[config.mk]
export PLATFORM = sky130hd
export DESIGN_NAME = glove_centroid
export DESIGN_NICKNAME = d
export VERILOG_FILES = /design/src/rtl/glove_pkg.sv /design/src/rtl/serial_divider.sv /design/src/rtl/glove_centroid.sv
export SDC_FILE = /design/constraint.sdc
export NUM_CORES = 1
export LEC_CHECK = 0
export ABC_AREA = 1
export CORE_MARGIN = 2
export CORE_UTILIZATION = 65
export CTS_CLUSTER_DIAMETER = 60
export DETAILED_ROUTE_END_ITERATION = 10
export PLACE_DENSITY = 0.9
export SYNTH_ARGS = -nofsm -noshare
export SYNTH_HDL_FRONTEND = slang
export SYNTH_SLANG_ARGS = --single-unit
[constraint.sdc]
create_clock -name clk -period 6.3 [get_ports clk]
set_input_delay 0.63 -clock clk [delete_from_list [all_inputs] [get_ports clk]]
set_output_delay 0.63 -clock clk [all_outputs]
set_load 0.1 [all_outputs]
[src/rtl/glove_pkg.sv]
// Shared definitions for the glove tracking pipeline: default geometry and
// counter widths, detection threshold, and the centroid controller states.
package glove_pkg;

    localparam int unsigned GLOVE_XW         = 10;  // 640 active columns
    localparam int unsigned GLOVE_YW         = 10;  // 480 active rows
    localparam int unsigned GLOVE_CNT_W      = 19;  // holds 640*480 pixels
    localparam int unsigned GLOVE_SUM_W      = 28;  // full-frame coordinate sums
    localparam int unsigned GLOVE_MIN_PIXELS = 64;  // smallest blob we trust

    typedef enum logic [1:0] {
        StIdle,
        StDivX,
        StDivY,
        StDone
    } glove_state_e;

endpackage

[src/rtl/serial_divider.sv]
// Unsigned restoring divider, one quotient bit per clock.
// start_i loads the operands and performs the first iteration on the same
// edge; the quotient is final after SUM_W edges in total. last_o flags the
// cycle whose closing edge performs the final iteration.
module serial_divider
    import glove_pkg::*;
#(
    parameter int unsigned SUM_W = GLOVE_SUM_W,
    parameter int unsigned CNT_W = GLOVE_CNT_W
) (
    input  logic             clk_i,
    input  logic             reset_i,
    input  logic             start_i,
    input  logic [SUM_W-1:0] dividend_i,
    input  logic [CNT_W-1:0] divisor_i,
    output logic             busy_o,
    output logic             last_o,
    output logic [SUM_W-1:0] quotient_o
);

    localparam int unsigned IterW = $clog2(SUM_W + 1);

    logic [CNT_W-1:0] rem_q, rem_d;
    logic [CNT_W-1:0] div_q, div_d;
    logic [SUM_W-1:0] quo_q, quo_d;
    logic [IterW-1:0] iter_q, iter_d;

    logic [CNT_W-1:0] rem_in;
    logic [SUM_W-1:0] quo_in;
    logic [CNT_W-1:0] dv;
    logic [CNT_W:0]   shifted;
    logic [CNT_W+1:0] trial;
    logic             borrow;

    assign busy_o     = (iter_q != '0);
    assign last_o     = (iter_q == IterW'(1));
    assign quotient_o = quo_q;

    // One restoring step; operands come from the ports on start, else from state.
    always_comb begin
        rem_in = rem_q;
        quo_in = quo_q;
        dv     = div_q;
        if (start_i) begin
            rem_in = '0;
            quo_in = dividend_i;
            dv     = divisor_i;
        end
        shifted = {rem_in, quo_in[SUM_W-1]};
        // Extra top bit so the borrow is visible even when shifted's MSB is set.
        trial   = {1'b0, shifted} - {2'b00, dv};
        borrow  = trial[CNT_W+1];

        rem_d  = rem_q;
        quo_d  = quo_q;
        div_d  = div_q;
        iter_d = iter_q;
        if (start_i || busy_o) begin
            // On no borrow the remainder is < dv, so the MSB dropped here is zero.
            rem_d  = borrow ? shifted[CNT_W-1:0] : trial[CNT_W-1:0];
            quo_d  = {quo_in[SUM_W-2:0], ~borrow};
            div_d  = dv;
            iter_d = start_i ? IterW'(SUM_W - 1) : iter_q - IterW'(1);
        end
    end

    // Divider state registers.
    always_ff @(posedge clk_i) begin
        if (reset_i) begin
            rem_q  <= '0;
            div_q  <= '0;
            quo_q  <= '0;
            iter_q <= '0;
        end else begin
            rem_q  <= rem_d;
            div_q  <= div_d;
            quo_q  <= quo_d;
            iter_q <= iter_d;
        end
    end

endmodule

[src/rtl/glove_centroid.sv]
// Per-glove centroid: accumulates matching-pixel X/Y sums and a count over a
// frame, then divides both sums by the count with one shared serial divider.
// One result per frame, out_valid exactly 2*SUM_W+1 clocks after frame_end.
// Optional bounding-box outputs are built when GLOVE_BBOX_EN is defined.
module glove_centroid
    import glove_pkg::*;
#(
    parameter int unsigned XW         = GLOVE_XW,
    parameter int unsigned YW         = GLOVE_YW,
    parameter int unsigned CNT_W      = GLOVE_CNT_W,
    parameter int unsigned SUM_W      = GLOVE_SUM_W,
    parameter int unsigned MIN_PIXELS = GLOVE_MIN_PIXELS
) (
    input  logic             clk,
    input  logic             reset,
    input  logic             pix_valid,
    input  logic [XW-1:0]    pix_x,
    input  logic [YW-1:0]    pix_y,
    input  logic             pix_match,
    input  logic             frame_end,
    output logic             busy,
    output logic             out_valid,
    output logic             found,
    output logic [XW-1:0]    centroid_x,
    output logic [YW-1:0]    centroid_y,
`ifdef GLOVE_BBOX_EN
    output logic [XW-1:0]    bbox_xmin,
    output logic [XW-1:0]    bbox_xmax,
    output logic [YW-1:0]    bbox_ymin,
    output logic [YW-1:0]    bbox_ymax,
`endif
    output logic [CNT_W-1:0] pixel_count
);

    glove_state_e state_q, state_d;

    logic             accept;
    logic             frame_start;

    logic [SUM_W-1:0] sum_x_q, sum_x_d;
    logic [SUM_W-1:0] sum_y_q, sum_y_d;
    logic [CNT_W-1:0] cnt_q, cnt_d;

    logic [SUM_W-1:0] snap_x_q, snap_x_d;
    logic [SUM_W-1:0] snap_y_q, snap_y_d;
    logic [CNT_W-1:0] snap_cnt_q, snap_cnt_d;
    logic [XW-1:0]    quot_x_q, quot_x_d;

    logic             out_valid_q, out_valid_d;
    logic             found_q, found_d;
    logic [XW-1:0]    cx_q, cx_d;
    logic [YW-1:0]    cy_q, cy_d;
    logic [CNT_W-1:0] pcount_q, pcount_d;

    logic             div_start;
    logic [SUM_W-1:0] div_dividend;
    logic             div_busy;
    logic             div_last;
    logic [SUM_W-1:0] div_quotient;
    logic             unused_quot;

    assign accept      = pix_valid & pix_match;
    assign frame_start = (state_q == StIdle) & frame_end;
    // Only the low XW/YW quotient bits matter; the rest are always zero.
    assign unused_quot = ^div_quotient;

    assign busy        = (state_q != StIdle);
    assign out_valid   = out_valid_q;
    assign found       = found_q;
    assign centroid_x  = cx_q;
    assign centroid_y  = cy_q;
    assign pixel_count = pcount_q;

    // Frame accumulators; a pixel arriving with an accepted frame_end opens the next frame.
    always_comb begin
        sum_x_d = sum_x_q;
        sum_y_d = sum_y_q;
        cnt_d   = cnt_q;
        if (frame_start) begin
            sum_x_d = accept ? SUM_W'(pix_x) : '0;
            sum_y_d = accept ? SUM_W'(pix_y) : '0;
            cnt_d   = accept ? CNT_W'(1) : '0;
        end else if (accept) begin
            sum_x_d = sum_x_q + SUM_W'(pix_x);
            sum_y_d = sum_y_q + SUM_W'(pix_y);
            cnt_d   = cnt_q + CNT_W'(1);
        end
    end

    // Controller: snapshot, divide X then Y, publish results for one cycle.
    always_comb begin
        state_d      = state_q;
        snap_x_d     = snap_x_q;
        snap_y_d     = snap_y_q;
        snap_cnt_d   = snap_cnt_q;
        quot_x_d     = quot_x_q;
        out_valid_d  = 1'b0;
        found_d      = found_q;
        cx_d         = cx_q;
        cy_d         = cy_q;
        pcount_d     = pcount_q;
        div_start    = 1'b0;
        div_dividend = snap_x_q;

        unique case (state_q)
            StIdle: begin
                if (frame_end) begin
                    snap_x_d   = sum_x_q;
                    snap_y_d   = sum_y_q;
                    snap_cnt_d = cnt_q;
                    state_d    = StDivX;
                end
            end
            StDivX: begin
                // Divider is idle only in the first DIVX cycle.
                div_start = ~div_busy;
                if (div_last) begin
                    state_d = StDivY;
                end
            end
            StDivY: begin
                div_dividend = snap_y_q;
                div_start    = ~div_busy;
                // X quotient is final in the first DIVY cycle, before Y overwrites it.
                if (!div_busy) begin
                    quot_x_d = div_quotient[XW-1:0];
                end
                if (div_last) begin
                    state_d = StDone;
                end
            end
            StDone: begin
                out_valid_d = 1'b1;
                pcount_d    = snap_cnt_q;
                found_d     = (snap_cnt_q >= CNT_W'(MIN_PIXELS));
                // Small or empty blobs keep the previous centroid; a zero divisor never leaks.
                if (found_d) begin
                    cx_d = quot_x_q;
                    cy_d = div_quotient[YW-1:0];
                end
                state_d = StIdle;
            end
            default: state_d = StIdle;
        endcase
    end

    // State, accumulator and result registers.
    always_ff @(posedge clk) begin
        if (reset) begin
            state_q     <= StIdle;
            sum_x_q     <= '0;
            sum_y_q     <= '0;
            cnt_q       <= '0;
            snap_x_q    <= '0;
            snap_y_q    <= '0;
            snap_cnt_q  <= '0;
            quot_x_q    <= '0;
            out_valid_q <= 1'b0;
            found_q     <= 1'b0;
            cx_q        <= '0;
            cy_q        <= '0;
            pcount_q    <= '0;
        end else begin
            state_q     <= state_d;
            sum_x_q     <= sum_x_d;
            sum_y_q     <= sum_y_d;
            cnt_q       <= cnt_d;
            snap_x_q    <= snap_x_d;
            snap_y_q    <= snap_y_d;
            snap_cnt_q  <= snap_cnt_d;
            quot_x_q    <= quot_x_d;
            out_valid_q <= out_valid_d;
            found_q     <= found_d;
            cx_q        <= cx_d;
            cy_q        <= cy_d;
            pcount_q    <= pcount_d;
        end
    end

    serial_divider #(
        .SUM_W (SUM_W),
        .CNT_W (CNT_W)
    ) u_div (
        .clk_i      (clk),
        .reset_i    (reset),
        .start_i    (div_start),
        .dividend_i (div_dividend),
        .divisor_i  (snap_cnt_q),
        .busy_o     (div_busy),
        .last_o     (div_last),
        .quotient_o (div_quotient)
    );

`ifdef GLOVE_BBOX_EN
    logic [XW-1:0] xmin_q, xmin_d, xmax_q, xmax_d;
    logic [YW-1:0] ymin_q, ymin_d, ymax_q, ymax_d;
    logic [XW-1:0] snap_xmin_q, snap_xmin_d, snap_xmax_q, snap_xmax_d;
    logic [YW-1:0] snap_ymin_q, snap_ymin_d, snap_ymax_q, snap_ymax_d;
    logic [XW-1:0] bxmin_q, bxmin_d, bxmax_q, bxmax_d;
    logic [YW-1:0] bymin_q, bymin_d, bymax_q, bymax_d;

    assign bbox_xmin = bxmin_q;
    assign bbox_xmax = bxmax_q;
    assign bbox_ymin = bymin_q;
    assign bbox_ymax = bymax_q;

    // Per-frame extents; reopened with the frame_end pixel just like the sums.
    always_comb begin
        xmin_d      = xmin_q;
        xmax_d      = xmax_q;
        ymin_d      = ymin_q;
        ymax_d      = ymax_q;
        snap_xmin_d = snap_xmin_q;
        snap_xmax_d = snap_xmax_q;
        snap_ymin_d = snap_ymin_q;
        snap_ymax_d = snap_ymax_q;
        bxmin_d     = bxmin_q;
        bxmax_d     = bxmax_q;
        bymin_d     = bymin_q;
        bymax_d     = bymax_q;
        if (frame_start) begin
            snap_xmin_d = xmin_q;
            snap_xmax_d = xmax_q;
            snap_ymin_d = ymin_q;
            snap_ymax_d = ymax_q;
            xmin_d      = accept ? pix_x : '1;
            xmax_d      = accept ? pix_x : '0;
            ymin_d      = accept ? pix_y : '1;
            ymax_d      = accept ? pix_y : '0;
        end else if (accept) begin
            if (pix_x < xmin_q) xmin_d = pix_x;
            if (pix_x > xmax_q) xmax_d = pix_x;
            if (pix_y < ymin_q) ymin_d = pix_y;
            if (pix_y > ymax_q) ymax_d = pix_y;
        end
        if (state_q == StDone && found_d) begin
            bxmin_d = snap_xmin_q;
            bxmax_d = snap_xmax_q;
            bymin_d = snap_ymin_q;
            bymax_d = snap_ymax_q;
        end
    end

    // Bounding-box registers.
    always_ff @(posedge clk) begin
        if (reset) begin
            xmin_q      <= '1;
            xmax_q      <= '0;
            ymin_q      <= '1;
            ymax_q      <= '0;
            snap_xmin_q <= '0;
            snap_xmax_q <= '0;
            snap_ymin_q <= '0;
            snap_ymax_q <= '0;
            bxmin_q     <= '0;
            bxmax_q     <= '0;
            bymin_q     <= '0;
            bymax_q     <= '0;
        end else begin
            xmin_q      <= xmin_d;
            xmax_q      <= xmax_d;
            ymin_q      <= ymin_d;
            ymax_q      <= ymax_d;
            snap_xmin_q <= snap_xmin_d;
            snap_xmax_q <= snap_xmax_d;
            snap_ymin_q <= snap_ymin_d;
            snap_ymax_q <= snap_ymax_d;
            bxmin_q     <= bxmin_d;
            bxmax_q     <= bxmax_d;
            bymin_q     <= bymin_d;
            bymax_q     <= bymax_d;
        end
    end
`endif

endmodule

==> flow_summary.ini <==
[status]
status = finished clean

[placement]
dp.cells = 2109
dp_hpwl_um = 24140
gp_congestion = 0.9731
numPortBuffers = 66

[clock_network]
clk_transition_reported_paths_ns = 0.06
root_buffer = clkbuf_16
cts_buffer_depth = 3
clock-sinks = 274
postCtsResizedCells = 0
cts_buffers = 28
htreeDepth = 1
clk_latency_ns = 0.54
holdBufCountCts = 0
cts_tree = built
cts_setup_buffers = 0

[grt]
grt_pass1_vias = 11880
antenna_found_initial = 0
grtUsageTotal_pct = 32.30
grt_pass1_wl_um = 57660
grt-ovfl-total = 0
grt_max_degree = 101

[logic_synthesis]
yosysMostFrequentCell = nand2_1
ys.warnings.count = 0
synth_mux_area_share_pct = 0.8403
syn-cell-area_sq_mm = 0.01310
synth_flop_cell = dfxtp_1
ys_top_cells_by_area = dfxtp_1, nand2_1, o21ai_0
synth_adder_area_share_pct = 4.755
synth.top_cell.area_share_pct = 41.86
synth-xor-area-share_pct = 0.6015
synth-compound-area-share_pct = 19.14
yosys.area.top_type = dfxtp_1
synthSimpleGateAreaFrac_pct = 24.50
synth_top_family_by_area = simple AND/OR/NAND/NOR gates
ys_top_cells_by_count = nand2_1, dfxtp_1, nor2_1
syn-num-nets = 1922
syn_avg_cell_area_sq_um = 7.087
synth_edf_count = 0
ys_ff_latch = 274
synth_cell_types = 50
yosysSeqAreaShare_pct = 41.86
async_flop_share_pct = 0
syn_inst = 1849

[worst_setup_path]
crit_buf_inv = 6
timing.rr.start = state_q[0]
cp.required_ns = 6.73
regToRegSetupSlack_ns = 1.77
slowest_stage = nand3_4
max_stage_delay_ns = 0.61
path_cells = inv_1 > ha_1 > nand3_4 > inv_1 > buf_4 > o21ai_0 > ha_1 > inv_1 > fa_1 > a21oi_1 > nand2_1 > nand2_1 > inv_1 > nand3_1 > nand3_2 > nand2_4 > nand2_4 > nand2_1 > nand3_1 > nand2_1 > inv_1
critPathLaunchType = flip-flop
crit_top_cell = inv_1
worst_r2r_endpoint = u_div.rem_q[10]
arrival_ns = 4.96
cp_top_family = simple AND/OR/NAND/NOR gates
worst-path-stages = 21
worstRegToRegCells = 21
critPathKind = flip-flop to flip-flop
path_max_fanout = 54
end_kind = flip-flop

[die]
std_cell_rows = 51
die_w_um = 146.0
ioPinCount = 67
die_h_um = 146.0
start_util_pct = 66.67
core_area_sq_mm = 0.01965
dieArea_sq_mm = 0.02131

[layout]
drive_gt1_share_pct = 4.485
fin_nets = 1947
final_cells = 2160
diodes = 0
syn2layout_area_growth_pct = 12.62
nFillCells = 1514

[sta]
setup_viol = 0
skew_ns = 0.008341
fmax_ghz = 0.2209
whs_ns = 0.4563
finalMaxSlewViolations = 0
maxSlewHeadroom_pct = 32.32
min_period_ns = 4.526
rsz0062_at_grt = no
final.period_utilization_pct = 71.85
finalHoldViolations = 0
worst_pin_slew_ns = 1.012
totalNegativeSetupSlack_ns = 0

[pwr]
peakVddDrop_uv = 336.6
p_leak_uw = 0.006298
p_per_area_mw_per_mm2 = 543.2

[drt]
remaining_drc_errors = 0
drtIter0Drc = 1392
ant_nets = 0
firstDrtPassIters = 6
via_count = 12660
drt-total-wl_um = 35120
vias_per_cell = 5.859
wl_per_cell_um = 16.26

[min_path]
min-delay-start = u_div.rem_q[0]
min_to = u_div.rem_q[0]
hold_depth = 2
min_path_type = flip-flop to flip-flop

[run]
maxCapViolations = 0
## layout make-up
type                    count  area, sq um  area share (%)
flip-flops and latches    274         5485           37.17
multi-input cells        1292         6536           44.29
inverters                 201        754.5           5.112
clock inverters            10        91.34          0.6189
well taps                 265        331.6           2.247
clock buffers              41        820.8           5.562
repair buffers             77        738.2           5.002
## power breakdown
group          switching, uW  internal (uW)  total [uW]
sequential               198           2070        2270
combinational           2880           1230        4110
clock                    692            946        1640
## through the flow
stage                     total power, uW  area, sq um  util [%]  setup WS (ns)
after floorplan                      5381        13100         -          2.918
after global placement               6174        13850     70.45          2.188
after detailed placement             6279        13850     70.45          1.972
after CTS                            7937        14760     75.09          1.870
after global routing                 8537        14760     75.09          1.442
final                                8016        14760     75.09          1.774
## layer usage
layer  routed length, um  up-vias  track usage [%]
met5                   0        -                0
met4                1252        0            12.23
met3                2564       93            3.824
met2               16180      538            53.51
met1               15120     5855            43.50
li1                    -     6170                -
## state kept, by name (all words and copies together), names as in the netlist
signal	flops
snap_y_q	28
snap_cnt_q	19
u_div.iter_q	5
found	1
quot_x_q	10
u_div.quotient_o	28
pixel_count	19
state_q	2
centroid_y	10
u_div.rem_q	19
u_div.div_q	19
cnt_q	19
centroid_x	10
snap_x_q	28
out_valid	1
sum_y_q	28
sum_x_q	28
## how the worst max path moves through the flow
stage                     slack (ns)  startpoint               to
after floorplan                 2.92  state_q[0]   u_div.rem_q[6]
after global placement          2.19  state_q[0]  u_div.rem_q[12]
after detailed placement        1.97  state_q[0]  u_div.rem_q[12]
after CTS                       1.87  state_q[1]  u_div.rem_q[10]
after global routing            1.44  state_q[1]  u_div.rem_q[10]
final                           1.77  state_q[0]  u_div.rem_q[10]
## worst reg2reg max path, stage by stage (launching register included)
cell and delay, ns:
dfxtp_1 0.37, inv_1 0.11, ha_1 0.42, nand3_4 0.61, inv_1 0.19, buf_4 0.30
o21ai_0 0.31, ha_1 0.24, inv_1 0.07, fa_1 0.43, a21oi_1 0.16, nand2_1 0.09
nand2_1 0.11, inv_1 0.05, nand3_1 0.08, nand3_2 0.12, nand2_4 0.18, nand2_4 0.18
nand2_1 0.13, nand3_1 0.10, nand2_1 0.12, inv_1 0.05
## logic make-up after synthesis
| family | count (synthesis) |
|---|---|
| flip-flops | 274 |
| XOR/XNOR | 9 |
| multiplexers | 11 |
| AND/OR/NAND/NOR | 767 |
| AO/OA/AOI/OAI | 457 |
| buffers and inverters | 283 |
| adder cells (fa/ha/maj) | 48 |
## layout by cell type (no fill, tap or decap), types with 14 or more instances in the layout
cell	n
nand2_1	373
dfxtp_1	274
nor2_1	225
inv_1	194
o21ai_0	192
a21oi_1	171
nand3_1	83
clkdlybuf4s50_1	65
ha_1	45
nor3_1	37
clkbuf_16	29
a31oi_1	27
nand4_1	14
Power figures use the tool's default switching activity.
